$ cat src/rtl/gpr_write_port.sv
// GPR file write-port arbiter: merges single-cycle MEM/WB results with long-latency
// results, buffering long results in a small in-order queue with WAW kill and hazard lookup.
module gpr_write_port #(
  parameter int DATA_WIDTH  = 32,
  parameter int ADDR_WIDTH  = 5,
  parameter int QUEUE_DEPTH = 2
) (
  input  logic                  clock,
  input  logic                  reset,
  input  logic                  pipe_valid,
  input  logic [ADDR_WIDTH-1:0] pipe_addr,
  input  logic [DATA_WIDTH-1:0] pipe_data,
  input  logic                  lng_valid,
  output logic                  lng_ready,
  input  logic [ADDR_WIDTH-1:0] lng_addr,
  input  logic [DATA_WIDTH-1:0] lng_data,
  input  logic [ADDR_WIDTH-1:0] query_addr,
  output logic                  query_hit,
  output logic                  stall_req,
  output logic                  write_enable,
  output logic [ADDR_WIDTH-1:0] write_addr,
  output logic [DATA_WIDTH-1:0] write_data
);

  localparam int PTR_W = (QUEUE_DEPTH > 1) ? $clog2(QUEUE_DEPTH) : 1;
  localparam int CNT_W = $clog2(QUEUE_DEPTH + 1);
  localparam logic [CNT_W-1:0] FULL_C = CNT_W'(QUEUE_DEPTH);
  localparam logic [PTR_W-1:0] LAST_C = PTR_W'(QUEUE_DEPTH - 1);

  function automatic logic [PTR_W-1:0] ptr_inc(input logic [PTR_W-1:0] p);
    return (p == LAST_C) ? PTR_W'(0) : p + PTR_W'(1);
  endfunction

  logic [ADDR_WIDTH-1:0]  q_addr_r [QUEUE_DEPTH];
  logic [DATA_WIDTH-1:0]  q_data_r [QUEUE_DEPTH];
  logic [QUEUE_DEPTH-1:0] q_live_r;
  logic [QUEUE_DEPTH-1:0] live_nxt_s;
  logic [PTR_W-1:0]       head_r;
  logic [PTR_W-1:0]       tail_r;
  logic [CNT_W-1:0]       count_r;
  logic [CNT_W-1:0]       count_nxt_s;

  logic                   pipe_issue_s;
  logic                   not_empty_s;
  logic                   head_live_s;
  logic                   lng_accept_s;
  logic                   bypass_s;
  logic                   pop_s;
  logic                   push_s;
  logic                   issue_s;
  logic [ADDR_WIDTH-1:0]  issue_addr_s;
  logic [DATA_WIDTH-1:0]  issue_data_s;

  // A dead head is retired silently, even while the pipe owns the port.
  assign pipe_issue_s = pipe_valid && (pipe_addr != '0);
  assign not_empty_s  = (count_r != '0);
  assign head_live_s  = not_empty_s && q_live_r[head_r];
  assign lng_accept_s = lng_valid && (count_r != FULL_C);
  assign bypass_s     = !pipe_issue_s && !not_empty_s && lng_accept_s && (lng_addr != '0);
  assign pop_s        = not_empty_s && !(pipe_issue_s && head_live_s);
  assign push_s       = lng_accept_s && (lng_addr != '0) && !bypass_s &&
                        !(pipe_issue_s && (pipe_addr == lng_addr));
  assign lng_ready    = (count_r != FULL_C);
  assign stall_req    = (count_r == FULL_C);

  // Priority select of the write issued this cycle: pipe, then live head, then bypass.
  always_comb begin
    issue_s      = 1'b0;
    issue_addr_s = pipe_addr;
    issue_data_s = pipe_data;
    if (pipe_issue_s) begin
      issue_s = 1'b1;
    end else if (head_live_s) begin
      issue_s      = 1'b1;
      issue_addr_s = q_addr_r[head_r];
      issue_data_s = q_data_r[head_r];
    end else if (bypass_s) begin
      issue_s      = 1'b1;
      issue_addr_s = lng_addr;
      issue_data_s = lng_data;
    end else begin
      issue_s = 1'b0;
    end
  end

  // Next liveness per entry: set on push, cleared by pipe WAW kill or pop.
  always_comb begin
    live_nxt_s = '0;
    for (int i = 0; i < QUEUE_DEPTH; i++) begin
      live_nxt_s[i] = (push_s && (tail_r == PTR_W'(i))) ||
                      (q_live_r[i] &&
                       !(pipe_issue_s && (q_addr_r[i] == pipe_addr)) &&
                       !(pop_s && (head_r == PTR_W'(i))));
    end
  end

  // Occupancy update; push and pop may coincide.
  always_comb begin
    count_nxt_s = count_r;
    case ({push_s, pop_s})
      2'b10:   count_nxt_s = count_r + CNT_W'(1);
      2'b01:   count_nxt_s = count_r - CNT_W'(1);
      default: count_nxt_s = count_r;
    endcase
  end

  // Hazard lookup over live entries only.
  always_comb begin
    query_hit = 1'b0;
    for (int i = 0; i < QUEUE_DEPTH; i++) begin
      if (q_live_r[i] && (q_addr_r[i] == query_addr) && (query_addr != '0)) begin
        query_hit = 1'b1;
      end else begin
        query_hit = query_hit;
      end
    end
  end

  // Queue storage, pointers and occupancy.
  always_ff @(posedge clock or negedge reset) begin
    if (!reset) begin
      for (int i = 0; i < QUEUE_DEPTH; i++) begin
        q_addr_r[i] <= '0;
        q_data_r[i] <= '0;
      end
      q_live_r <= '0;
      head_r   <= '0;
      tail_r   <= '0;
      count_r  <= '0;
    end else begin
      for (int i = 0; i < QUEUE_DEPTH; i++) begin
        if (push_s && (tail_r == PTR_W'(i))) begin
          q_addr_r[i] <= lng_addr;
          q_data_r[i] <= lng_data;
        end
      end
      q_live_r <= live_nxt_s;
      count_r  <= count_nxt_s;
      if (pop_s) begin
        head_r <= ptr_inc(head_r);
      end
      if (push_s) begin
        tail_r <= ptr_inc(tail_r);
      end
    end
  end

  // Registered write port; address/data hold on idle cycles.
  always_ff @(posedge clock or negedge reset) begin
    if (!reset) begin
      write_enable <= 1'b0;
      write_addr   <= '0;
      write_data   <= '0;
    end else begin
      write_enable <= issue_s;
      if (issue_s) begin
        write_addr <= issue_addr_s;
        write_data <= issue_data_s;
      end
    end
  end

endmodule

$ cat config.mk
export PLATFORM = sky130hd
export DESIGN_NAME = gpr_write_port
export DESIGN_NICKNAME = d
export VERILOG_FILES = /design/src/rtl/gpr_write_port.sv
export SDC_FILE = /design/constraint.sdc
export NUM_CORES = 1
export LEC_CHECK = 0
export CAP_MARGIN = 20
export CORE_ASPECT_RATIO = 1.75
export CORE_MARGIN = 4
export CORE_UTILIZATION = 50
export DETAILED_ROUTE_END_ITERATION = 16
export PLACE_DENSITY = 0.84
export SLEW_MARGIN = 25
export SYNTH_ARGS = -nofsm -noshare
export SYNTH_HDL_FRONTEND = slang
export SYNTH_SLANG_ARGS = --single-unit
$ cat constraint.sdc
create_clock -name clock -period 3.16 [get_ports clock]
set_input_delay 0.632 -clock clock [delete_from_list [all_inputs] [get_ports clock]]
set_output_delay 0.632 -clock clock [all_outputs]
set_load 0.05 [all_outputs]
==> flow_summary.yaml <==
synth:
  ys_async_sr_fraction: 1.00
  post_synth_num_cell_types: 38
  synth_edf_count: 0
  synthesis.area_per_instance_um2: 13.0
  synth-seq-cells: 118
  synthesis.instances: 443
  yosysSeqAreaShare: 0.515
  syn_nets: 527
  synth_flop_cell: "sky130_fd_sc_hd__dfrtp_1"
  yosysWarningCount: 0
  synthesis.area_mm2: 0.00574
power:
  power_leakage_nw: 3.23
  design_power_total_mw: 9.43
  power_density_mw_per_mm2: 1210
  worst_ir_drop_vdd_mv: 0.857
die:
  die_h_um: 150
  std_cell_rows: 51
  placeableCoreArea_mm2: 0.0112
  initial_core_util: 0.514
  design.portCount: 124
  chip_width_um: 89.0
  die-area_mm2: 0.0133
global_route:
  grt_pass1_vias: 4918
  grt_pass1_wl_um: 25100
  grt_max_degree: 66
  global_route.overflow_total: 0
  grt_antenna_before_repair: 1
  global_route.usage.total: 0.249
sta:
  setup_viol_count_final: 0
  finalWorstPathRequiredPeriod_ns: 2.78
  worst_pin_slew_ns: 0.845
  fin_crit_sh: 0.878
  worst_slew_margin_rel: 0.437
  grt_setup_unrepaired: "false"
  fin_setup_tns_ns: 0
  finalMaxSlewViolations: 0
  report.final.hold_viol_count: 0
  fin_skew_ns: 0.00729
  maxClockFrequency_ghz: 0.360
place:
  post-dp-hpwl_um: 10600
  port_buffers: 123
  dpl-instance-area_mm2: 0.00718
  gp_congestion: 0.888
critical_path:
  cell_chain_critical_path: "clkdlybuf4s50_1 > or4_4 > o21a_1 > nand4_1 > and3_4 > mux2_2"
  critical-path-top-delay-family: "simple AND/OR/NAND/NOR gates"
  worstPathArrival_ns: 3.07
  worst_path_largest_cell_delay_ns: 0.65
  path_class: "primary input to register"
  crit_buf_inv: 1
  crit_required_ns: 3.45
  timing.critical_path.to_type: "register"
  critical-path-slowest-cell: "sky130_fd_sc_hd__and3_4"
  worst-path-max-fanout: 38
  crit_path_start_kind: "primary input"
finish:
  final_core_utilization: 0.698
  layout.nets: 656
  post_route_cells_drive_above_1_share: 0.294
  area_growth_pct: 35.9
  fin_area_mm2: 0.00780
clock_network:
  clock_insertion_delay_worst_skew_ns: 0.41
  postCtsSetupRepairBufs: 0
  cts.repair.resized: 0
  cts_hold_repair.buffers: 0
  cts_tree: "done"
  htree_num_levels: 4
  worst_setup_hold_path_clk_slew_ns: 0.06
  numCtsBuffers: 17
  root_buffer: "sky130_fd_sc_hd__clkbuf_16"
  clock_sinks: 118
  max-clock-path-buffers: 2
routing:
  postRouteWirelength_um: 16000
  drt_first_pass_iters: 8
  routedWlPerCell_um: 22.4
  vias_per_cell: 6.19
  post-route-drc-count: 0
  drt.antenna.violating_nets: 0
  drtIter0Drc: 258
  detailroute.via_count: 4441
flow_run:
  maxCapViolations: 0
min_path:
  min_path_type: "primary input to asynchronous set/reset pin"
outcome:
  run_status: "complete, no violations"
kinds of logic (layout without fill, tap and decap cells):
logic type                 after synthesis  after routing  share of synthesized area
muxes                                  112            112                      0.237
other                                    0              1                          0
and+or+nand+nor                         25             25                     0.0273
AOI/OAI and AO/OA                      122            122                      0.137
DFF                                    118            118                      0.515
xor gates and xnor gates                30             30                     0.0458
buffers and inverters                   35            177                     0.0358
adders and majority gates                1              1                    0.00218
Yosys cell counts (2+ instances only):
| cell | number | area, um^2 |
|---|---|---|
| sky130_fd_sc_hd__xnor2_1 | 11 | 96.3 |
| sky130_fd_sc_hd__nand4_1 | 3 | 18.8 |
| sky130_fd_sc_hd__mux2_4 | 27 | 405 |
| sky130_fd_sc_hd__nand3b_1 | 2 | 15.0 |
| sky130_fd_sc_hd__buf_6 | 8 | 90.1 |
| sky130_fd_sc_hd__a22oi_1 | 37 | 278 |
| sky130_fd_sc_hd__dfrtp_1 | 118 | 2950 |
| sky130_fd_sc_hd__mux2_2 | 84 | 946 |
| sky130_fd_sc_hd__nor2_1 | 3 | 11.3 |
| sky130_fd_sc_hd__o22ai_1 | 37 | 231 |
| sky130_fd_sc_hd__nor4_1 | 2 | 12.5 |
| sky130_fd_sc_hd__a21oi_1 | 2 | 10.0 |
| sky130_fd_sc_hd__inv_1 | 2 | 7.51 |
| sky130_fd_sc_hd__xor2_1 | 19 | 166 |
| sky130_fd_sc_hd__o21ai_0 | 38 | 190 |
| sky130_fd_sc_hd__nor3_1 | 3 | 15.0 |
| sky130_fd_sc_hd__buf_2 | 8 | 40.0 |
| sky130_fd_sc_hd__clkbuf_1 | 16 | 60.1 |
| sky130_fd_sc_hd__or4_1 | 2 | 15.0 |
| sky130_fd_sc_hd__nand3_1 | 2 | 10.0 |
| sky130_fd_sc_hd__nand2_1 | 2 | 7.51 |
worst register-to-register path: stages, from the launching register on:
cell,delay [ns]
sky130_fd_sc_hd__dfrtp_1,0.49
sky130_fd_sc_hd__nand2b_1,0.22
sky130_fd_sc_hd__o211ai_1,0.14
sky130_fd_sc_hd__a21oi_2,0.19
sky130_fd_sc_hd__and3_4,0.66
sky130_fd_sc_hd__mux2_2,0.45
worst paths after layout:
path	depth (start not counted)	start	slack [ns]	to
max	6	pipe_addr[3]	0.38	q_data_r[11]
min	1	reset	0.32	write_enable
max reg2reg	5	count_r[0]	0.89	q_data_r[11]
min reg2reg	1	q_data_r[1]	0.50	q_data_r[1]
max in group asynchronous	2	reset	2.02	write_data[31]
min in group clock	1	q_data_r[1]	0.50	q_data_r[1]
layer usage:
| layer | GRT usage | wire (um) | part of all wire | vias to the layer above |
|---|---|---|---|---|
| li1 | - | - | - | 1927 |
| met1 | 0.271 | 5870 | 0.37 | 2286 |
| met2 | 0.436 | 8640 | 0.54 | 176 |
| met3 | 0.0579 | 760 | 0.047 | 52 |
| met4 | 0.129 | 776 | 0.048 | 0 |
| met5 | 0 | 0 | 0 | - |
cell type report:
| type | count | area (um^2) |
|---|---|---|
| tap | 132 | 165 |
| sequential | 118 | 2950 |
| fill | 746 | 3370 |
| inverter | 2 | 7.51 |
| timing repair buffer | 143 | 1450 |
| antenna | 1 | 2.50 |
| clock inverter | 8 | 119 |
| multi-input combinational | 290 | 2600 |
| clock buffer | 24 | 502 |
through the flow:
step	setup WS [ns]	cells	hold WS, ns
after CTS	0.402	717	0.360
after floorplan	0.618	443	0.336
after global routing	0.200	718	0.388
final	0.384	718	0.323
after detailed placement	0.00629	685	0.488
after global placement	0.0527	685	0.483
flip-flops by register name, summed over array words and instances, names as in the netlist:
name,flops
head_r,1
count_r,2
write_data,32
q_live_r,2
tail_r,1
q_addr_r,10
write_addr,5
write_enable,1
q_data_r,64
layout by cell type, fill, tap and decap left out, drive strengths merged, types with 2 or more instances in the layout:
master	instances
nor2	3
clkdlybuf4s50	121
nor3	4
o21ai	40
xor2	19
nand2	2
inv	2
or4	3
clkbuf	24
nand3b	2
a22oi	37
a21oi	3
nand3	2
bufinv	3
mux2	112
xnor2	11
nand4	3
o22ai	37
buf	22
nor4	2
dfrtp	118
clkinv	5
power by group:
part	total, mW	internal (mW)	switching [mW]
combinational	4.54	2.09	2.45
sequential	2.87	2.31	0.567
clock	2.01	1.34	0.671
(Power assumes the default switching activity.)
